===== config.mk =====
export PLATFORM = sky130hd
export DESIGN_NAME = char_packer
export DESIGN_NICKNAME = d
export VERILOG_FILES = /design/src/rtl/char_packer.sv
export SDC_FILE = /design/constraint.sdc
export NUM_CORES = 1
export LEC_CHECK = 0
export CAP_MARGIN = 20
export CORE_MARGIN = 2
export CORE_UTILIZATION = 43
export CTS_CLUSTER_DIAMETER = 30
export DETAILED_ROUTE_END_ITERATION = 16
export PLACE_DENSITY = 0.71
export SLEW_MARGIN = 40
export SYNTH_ARGS = -nofsm -noshare
export SYNTH_HDL_FRONTEND = slang
export SYNTH_SLANG_ARGS = --single-unit

===== constraint.sdc =====
create_clock -name clk -period 5.8 [get_ports clk]
set_input_delay 0.87 -clock clk [delete_from_list [all_inputs] [get_ports clk]]
set_output_delay 0.87 -clock clk [all_outputs]
set_load 0.005 [all_outputs]

===== src/rtl/char_packer.sv =====
// char_packer -- upstream stage of the vowel-filter datapath.
//
// Packs a byte-per-cycle ASCII stream into 8-lane words. Lane d1 holds the
// first character of a word and d8 the last. A word closes on its 8th stored
// byte or on in_last. Lanes not written when a word closes early are filled
// with PAD. Closed words go to a valid/ready output register that feeds the
// vowel remover's i1..i8.
//
// Storage is two stages:
//   _p0 : assembly buffer (asm_buf_p0, cnt_p0, asm_full_p0)
//   _p1 : output register (out_d_p1, out_cnt_p1, vld_p1)
//
// Parameters:
//   PAD        fill byte for unwritten lanes (default 8'h20)
//
// Ports:
//   clk, rst            clock, synchronous active-high reset
//   in_data[7:0]        input character
//   in_valid, in_last   input handshake valid / word-close marker
//   in_ready            byte accepted this cycle (= !asm_full)
//   d1..d8[7:0]         packed word lanes
//   out_count[3:0]      real characters in the word (1..8)
//   out_valid           d1..d8 / out_count valid
//   out_ready           consumer takes the word
//   err_cnt[7:0]        rejected-character count, saturating
//
// Build option:
//   CHAR_CHECK_EN  when defined, only letters are stored (lowercase is
//                  converted to uppercase); other bytes are dropped and
//                  counted in err_cnt. When undefined, every byte is stored
//                  verbatim and err_cnt is tied to zero.

module char_packer #(
    parameter logic [7:0] PAD = 8'h20
) (
    input  logic       clk,
    input  logic       rst,
    input  logic [7:0] in_data,
    input  logic       in_valid,
    input  logic       in_last,
    output logic       in_ready,
    output logic [7:0] d1,
    output logic [7:0] d2,
    output logic [7:0] d3,
    output logic [7:0] d4,
    output logic [7:0] d5,
    output logic [7:0] d6,
    output logic [7:0] d7,
    output logic [7:0] d8,
    output logic [3:0] out_count,
    output logic       out_valid,
    input  logic       out_ready,
    output logic [7:0] err_cnt
);

`ifdef CHAR_CHECK_EN
    function automatic logic [7:0] sat_inc8(input logic [7:0] v);
        return (v == 8'hFF) ? v : v + 8'd1;
    endfunction
`endif

    logic [7:0] asm_buf_p0 [8];
    logic [3:0] cnt_p0;
    logic       asm_full_p0;

    logic [7:0] out_d_p1 [8];
    logic [3:0] out_cnt_p1;
    logic       vld_p1;

    logic       accept;
    logic       consume;
    logic       store_ok;
    logic [7:0] store_byte;
    logic [3:0] cnt_nxt;
    logic       close;
    logic       direct;
    logic       hold;
    logic [7:0] word_nxt [8];

    assign in_ready = !asm_full_p0;
    assign accept   = in_valid && in_ready;
    assign consume  = vld_p1 && out_ready;

    // Character classification ahead of storage.
    always_comb begin
        store_ok   = 1'b1;
        store_byte = in_data;
`ifdef CHAR_CHECK_EN
        if (in_data >= 8'h41 && in_data <= 8'h5A) begin
            store_byte = in_data;
        end else if (in_data >= 8'h61 && in_data <= 8'h7A) begin
            store_byte = in_data - 8'h20;
        end else begin
            store_ok = 1'b0;
        end
`endif
    end

    assign cnt_nxt = cnt_p0 + {3'b000, store_ok};

    // A rejected byte can still close a word, but only one that has content.
    assign close = accept && (store_ok ? ((cnt_nxt == 4'd8) || in_last)
                                       : (in_last && (cnt_p0 != 4'd0)));
    assign direct = close && (!vld_p1 || consume);
    assign hold   = close && !direct;

    // Closed word: stored lanes, the incoming byte at lane cnt, PAD above.
    always_comb begin
        for (int i = 0; i < 8; i++) begin
            if (4'(i) < cnt_p0) begin
                word_nxt[i] = asm_buf_p0[i];
            end else if (store_ok && (4'(i) == cnt_p0)) begin
                word_nxt[i] = store_byte;
            end else begin
                word_nxt[i] = PAD;
            end
        end
    end

    // ---- stage p0: assembly buffer data (no reset; qualified by cnt_p0) ----
    always_ff @(posedge clk) begin
        if (!asm_full_p0) begin
            if (hold) begin
                asm_buf_p0 <= word_nxt;
            end else if (accept && store_ok && !close) begin
                asm_buf_p0[cnt_p0[2:0]] <= store_byte;
            end
        end
    end

    // ---- stage p0 -> p1: control and output register ----
    always_ff @(posedge clk) begin
        if (rst) begin
            cnt_p0      <= 4'd0;
            asm_full_p0 <= 1'b0;
            vld_p1      <= 1'b0;
            out_cnt_p1  <= 4'd0;
            for (int i = 0; i < 8; i++) begin
                out_d_p1[i] <= 8'h00;
            end
        end else if (asm_full_p0) begin
            // Held word drains into the output register on the consume edge.
            if (consume) begin
                out_d_p1    <= asm_buf_p0;
                out_cnt_p1  <= cnt_p0;
                asm_full_p0 <= 1'b0;
                cnt_p0      <= 4'd0;
            end
        end else if (direct) begin
            out_d_p1   <= word_nxt;
            out_cnt_p1 <= cnt_nxt;
            vld_p1     <= 1'b1;
            cnt_p0     <= 4'd0;
        end else if (hold) begin
            cnt_p0      <= cnt_nxt;
            asm_full_p0 <= 1'b1;
        end else begin
            if (accept && store_ok) begin
                cnt_p0 <= cnt_nxt;
            end
            if (consume) begin
                vld_p1 <= 1'b0;
            end
        end
    end

`ifdef CHAR_CHECK_EN
    logic [7:0] err_cnt_q;

    always_ff @(posedge clk) begin
        if (rst) begin
            err_cnt_q <= 8'd0;
        end else if (accept && !store_ok) begin
            err_cnt_q <= sat_inc8(err_cnt_q);
        end
    end

    assign err_cnt = err_cnt_q;
`else
    assign err_cnt = 8'd0;
`endif

    assign d1        = out_d_p1[0];
    assign d2        = out_d_p1[1];
    assign d3        = out_d_p1[2];
    assign d4        = out_d_p1[3];
    assign d5        = out_d_p1[4];
    assign d6        = out_d_p1[5];
    assign d7        = out_d_p1[6];
    assign d8        = out_d_p1[7];
    assign out_count = out_cnt_p1;
    assign out_valid = vld_p1;

endmodule


==> results.cfg, run 1 <==
[cells_and_area]
fin_nets = 776
layout_common_cells = nand2_1, nor2_1, clkdlybuf4s50_1
areaGrowthSynthToFinish_pct = 22.6
diodes = 0
final_common_cell = nand2_1
drive_gt1_frac = 0.109
final_cells = 989
postLayoutCoreUtil = 0.535

[timing]
skew_ns = 0.00824
final-hold-violation-count = 0
tightest_slew_ns = 0.895
grt_setup_unrepaired = false
period_share = 0.576
fmax_mhz = 299
report.final.slew_viol_count = 0
setup_viol = 0
fin_setup_tns_ns = 0
post-route-min-period_ns = 3.34
max_slew_margin = 0.401

[grt]
grt_use_total = 0.220
grt_max_degree = 75
grt_pass1_vias = 5550
grt_pass1_wl_mm = 29.1
grt_overflow = 0
antenna_found_initial = 0

[die]
num_rows = 46
ios = 91
die_area_sq_mm = 0.0170
start_util = 0.436
die_x_microns = 131
die_y_microns = 131
core-area_sq_mm = 0.0158

[drt]
postRouteAntennaNets = 0
drc = 0
first_pass_iters = 8
vias_per_cell = 5.89
drt_iter0_drc = 653
vias = 5830
wl_per_cell_microns = 18.5
drt_wl_total_mm = 18.3

[placed_design]
placed_cells = 957
port_buffers = 82
gp_congestion = 0.886
dp_hpwl_mm = 12.1

[power]
ir_worst_vdd_mv = 0.182
combPwrFrac = 0.098
clockPowerShare = 0.478
power_density_mw_per_mm2 = 303
power_switching_uw = 570
switching_share = 0.223
power.leakage_nw = 3.02
p_seq_frac = 0.424
internal_power_mw = 1.99

[critical_path]
critPathArrivalTime_ns = 3.39
cp-start-kind = flop
crit_fanout = 34
worstPathCellList = ha_2 > nand2_1 > a21oi_2 > o21ai_4 > o21ai_0 > nor2b_1
cp_slowest_cell = dfxtp_1
critical-path-max-stage-delay_ns = 0.76
cp.required_ns = 5.85
ff2ff_path_depth = 6
crit_type = flop to flop
crit_path_end_kind = flop

[logic_synthesis]
synth_top_area_share = 0.279
synthTopCellsByArea = edfxtp_1, dfxtp_1, nand2_1, a311oi_1, a22o_1
ys_seq_area_frac = 0.495
synth_edf_count = 64
ys_seq_elements = 138
synthCells = 715
yosysWarnings = 0
syn_avg_cell_area_sq_um = 9.62
synth_area_sq_mm = 0.00688
synth_flop_cell = dfxtp_1
ys_async_sr_fraction = 0
synth_top_cell_by_area = edfxtp_1
synth_cell_types = 63

[clocking]
tritoncts = yes
numClockSinks = 138
ctsResizeCount = 0
cts_root_buf = clkbuf_16
htreeDepth = 4
numCtsBuffers = 17
clk_latency_ns = 0.42
clockBufferDepth = 2
holdBufCountCts = 0
postCtsSetupRepairBufs = 0
cts.clk_slew.worst_paths_ns = 0.06

[job]
max_cap_violations = 0

[worst_hold_path]
worst_hold_path.num_cells = 2
worstHoldPathType = flop to flop

[run_status]
status = completed
[synth_stat cells, types with 16 or more instances]
cell type,count
mux2_2,21
a22o_1,36
nand3_1,24
o21ai_0,31
and2_1,16
nor3_1,18
buf_2,20
a311oi_1,37
a21oi_1,23
nor2_1,83
dfxtp_1,74
nand2_1,92
edfxtp_1,64
clkbuf_1,32
[final timing paths]
| check | start | end | slack (ns) |
|---|---|---|---|
| worst max-delay path | cnt_p0[0]$_SDFFE_PP0P_ | asm_buf_p0[39]$_DFFE_PP_ | 2.46 |
| worst min-delay path | out_count[0]$_SDFFE_PP0P_ | out_count[0]$_SDFFE_PP0P_ | 0.46 |
| worst max register to register | cnt_p0[0]$_SDFFE_PP0P_ | asm_buf_p0[39]$_DFFE_PP_ | 2.46 |
| worst min register to register | out_count[0]$_SDFFE_PP0P_ | out_count[0]$_SDFFE_PP0P_ | 0.46 |
[sequential cells by signal, summed over array words and instances (netlist names)]
register	cells
asm_buf_p0	64
asm_full_p0	1
cnt_p0	4
d1	8
d2	8
d3	8
d4	8
d5	8
d6	8
d7	8
d8	8
out_count	4
out_valid	1
[power by group through the flow]
stage / registers [mW] / clock network (mW) / logic, mW
2_1_floorplan: 1.10 / 0 / 0.135
3_3_place_gp: 1.10 / 0 / 0.239
3_5_place_dp: 1.10 / 0 / 0.249
4_1_cts: 1.08 / 1.24 / 0.251
5_1_grt: 1.09 / 1.28 / 0.275
6_report: 1.08 / 1.22 / 0.252
[worst max-delay path: cells and delay by family (launching register included)]
family          cells  cell delay, ns
compound gates      3            0.73
flops               1            0.76
simple gates        2            0.73
fa+ha+maj           1            0.74
[stage by stage]
| step | total power [mW] | hold slack (ns) | instance area (sq um) | worst slack [ns] |
|---|---|---|---|---|
| global placement | 1.34 | 0.444 | 7700 | 2.10 |
| CTS | 2.57 | 0.452 | 8440 | 2.51 |
| finish | 2.56 | 0.456 | 8440 | 2.46 |
| detailed placement | 1.35 | 0.446 | 7770 | 2.30 |
| floorplan | 1.23 | 0.448 | 6910 | 3.29 |
| global route | 2.64 | 0.480 | 8440 | 2.18 |
[layout make-up]
class,instances,area (sq um)
Inverter,15,56.3
Clock inverter,11,188
Sequential cell,138,3400
Fill cell,1386,7330
Clock buffer,21,482
Multi-Input combinational cell,502,3170
Timing Repair Buffer,86,871
Tap cell,216,270
[cells by family after synthesis]
logic type | after synthesis | synth area share
other | 1 | 0.000545
AND/OR/NAND/NOR | 271 | 0.184
buffers and inverters | 82 | 0.0560
AO/OA/AOI/OAI | 183 | 0.202
flip-flops | 138 | 0.495
XOR/XNOR | 4 | 0.00509
adder cells (fa/ha/maj) | 3 | 0.00546
multiplexers | 33 | 0.0524
[metal layers]
metal	global-route usage	wire length [microns]	vias to the layer above
met1	0.302	8060	2801
met3	0.0480	1370	47
met5	0	0	-
met2	0.342	8370	271
met4	0.0895	458	0
li1	-	-	2711
Power figures use the tool's default switching activity.
==> run 2, diff against run 1 <==
==> constraint.sdc (replaced) <==
create_clock -name clk -period 3.4 [get_ports clk]
set_input_delay 0.51 -clock clk [delete_from_list [all_inputs] [get_ports clk]]
set_output_delay 0.51 -clock clk [all_outputs]
set_load 0.005 [all_outputs]
==> run 2 against run 1 <==
Die area unchanged; total power increased by 63%; critical path depth rose by 1; cell count rose by 1.5%.
==> results.cfg, run 2 (synthesis results as in run 1) <==
[critical_path]
cp-start-kind = flop
crit_fanout = 33
critPathArrivalTime_ns = 2.95
crit_type = flop to flop
crit_path_end_kind = flop
cp.required_ns = 3.45

[cells_and_area]
drive_gt1_frac = 0.123
diodes = 0
postLayoutCoreUtil = 0.536
fin_nets = 791
largest_register_ff_count = 64
final_common_cell = nand2_1
areaGrowthSynthToFinish_pct = 22.8
fillers = 1421
layout_common_cells = nand2_1, nor2_1, clkdlybuf4s50_1
top_register = asm_buf_p0
final_cells = 1004

[power]
power_density_mw_per_mm2 = 494
power.leakage_nw = 3.06
ir_worst_vdd_mv = 0.327

[drt]
vias = 5876
drc = 0
postRouteAntennaNets = 0
drt_iter0_drc = 725
wl_per_cell_microns = 18.6
first_pass_iters = 5
vias_per_cell = 5.85
drt_wl_total_mm = 18.6

[die]
die_x_microns = 131
core-area_sq_mm = 0.0158
die_area_sq_mm = 0.0170
start_util = 0.436
die_y_microns = 131
ios = 91
num_rows = 46

[grt]
grt_pass1_vias = 5536
grt_pass1_wl_mm = 29.4
grt_overflow = 0
grt_max_degree = 46
antenna_found_initial = 0
grt_use_total = 0.224

[clocking]
ctsResizeCount = 0
cts_root_buf = clkbuf_16
htreeDepth = 4
numCtsBuffers = 17
tritoncts = yes
cts.clk_slew.worst_paths_ns = 0.06
clk_latency_ns = 0.43
holdBufCountCts = 0
numClockSinks = 138
clockBufferDepth = 2
postCtsSetupRepairBufs = 0

[worst_hold_path]
worstHoldPathType = flop to flop

[timing]
fmax_mhz = 346
grt_setup_unrepaired = false
tightest_slew_ns = 0.876
post-route-min-period_ns = 2.89
final-hold-violation-count = 0
fin_setup_tns_ns = 0
period_share = 0.851
setup_viol = 0
max_slew_margin = 0.414
report.final.slew_viol_count = 0
skew_ns = 0.0124

[placed_design]
dp_hpwl_mm = 12.5
placed_cells = 972
gp_congestion = 0.864
port_buffers = 82

[job]
max_cap_violations = 0

[run_status]
status = completed
-- run 2: cell types whose count changed in the layout (fill, tap and decap cells not counted), moves of 2 or more --
cell	delta
a21oi_2	+2
buf_4	+16
a21oi_1	-2
clkinvlp_4	+2
bufinv_16	-2
-- run 2: path summary, 6_finish.rpt --
path,start,endpoint,slack (ns),cells after the start
worst min-delay path,d5[5]$_SDFFE_PP0P_,d5[5]$_SDFFE_PP0P_,0.46,2
worst min register to register,d5[5]$_SDFFE_PP0P_,d5[5]$_SDFFE_PP0P_,0.46,2
worst max-delay path,cnt_p0[1]$_SDFFE_PP0P_,asm_buf_p0[59]$_DFFE_PP_,0.51,7
worst max register to register,cnt_p0[1]$_SDFFE_PP0P_,asm_buf_p0[59]$_DFFE_PP_,0.51,7
-- run 2: metal layers --
layer | vias up | global-route usage | part of all wire
met3 | 39 | 0.0419 | 0.072
met1 | 2824 | 0.306 | 0.45
met2 | 276 | 0.350 | 0.46
li1 | 2737 | - | -
met4 | 0 | 0.0957 | 0.025
met5 | - | 0 | 0
-- run 2: metrics by stage --
stage,total power [mW],setup slack (ns),hold WS (ns),instance area (sq um)
final,4.18,0.507,0.458,8450
after global routing,4.31,0.362,0.477,8450
after CTS,4.18,0.568,0.461,8440
after detailed placement,2.31,0.586,0.451,7840
after global placement,2.30,0.715,0.455,7840
after floorplan,2.11,1.08,0.448,6910
-- run 2: final cells by class --
cell class                      count  area [sq um]  area share
Inverter                           15          56.3     0.00666
Timing Repair Buffer              101           971       0.115
Tap cell                          216           270      0.0320
Sequential cell                   138          3400       0.403
Clock inverter                     12           148      0.0175
Clock buffer                       20           457      0.0540
Multi-Input combinational cell    502          3150       0.372
-- run 2: critical path, stage by stage, from the launching register on --
cell	delay, ns
dfxtp_1	0.51
ha_1	0.32
buf_4	0.25
and2_1	0.26
a21oi_1	0.23
o31ai_1	0.13
buf_4	0.17
a21oi_1	0.63
-- run 2: report_power, final --
part	internal [mW]	switching, mW
logic	0.207	0.227
registers	1.80	0.0443
clock network	1.19	0.708
total	3.20	0.979
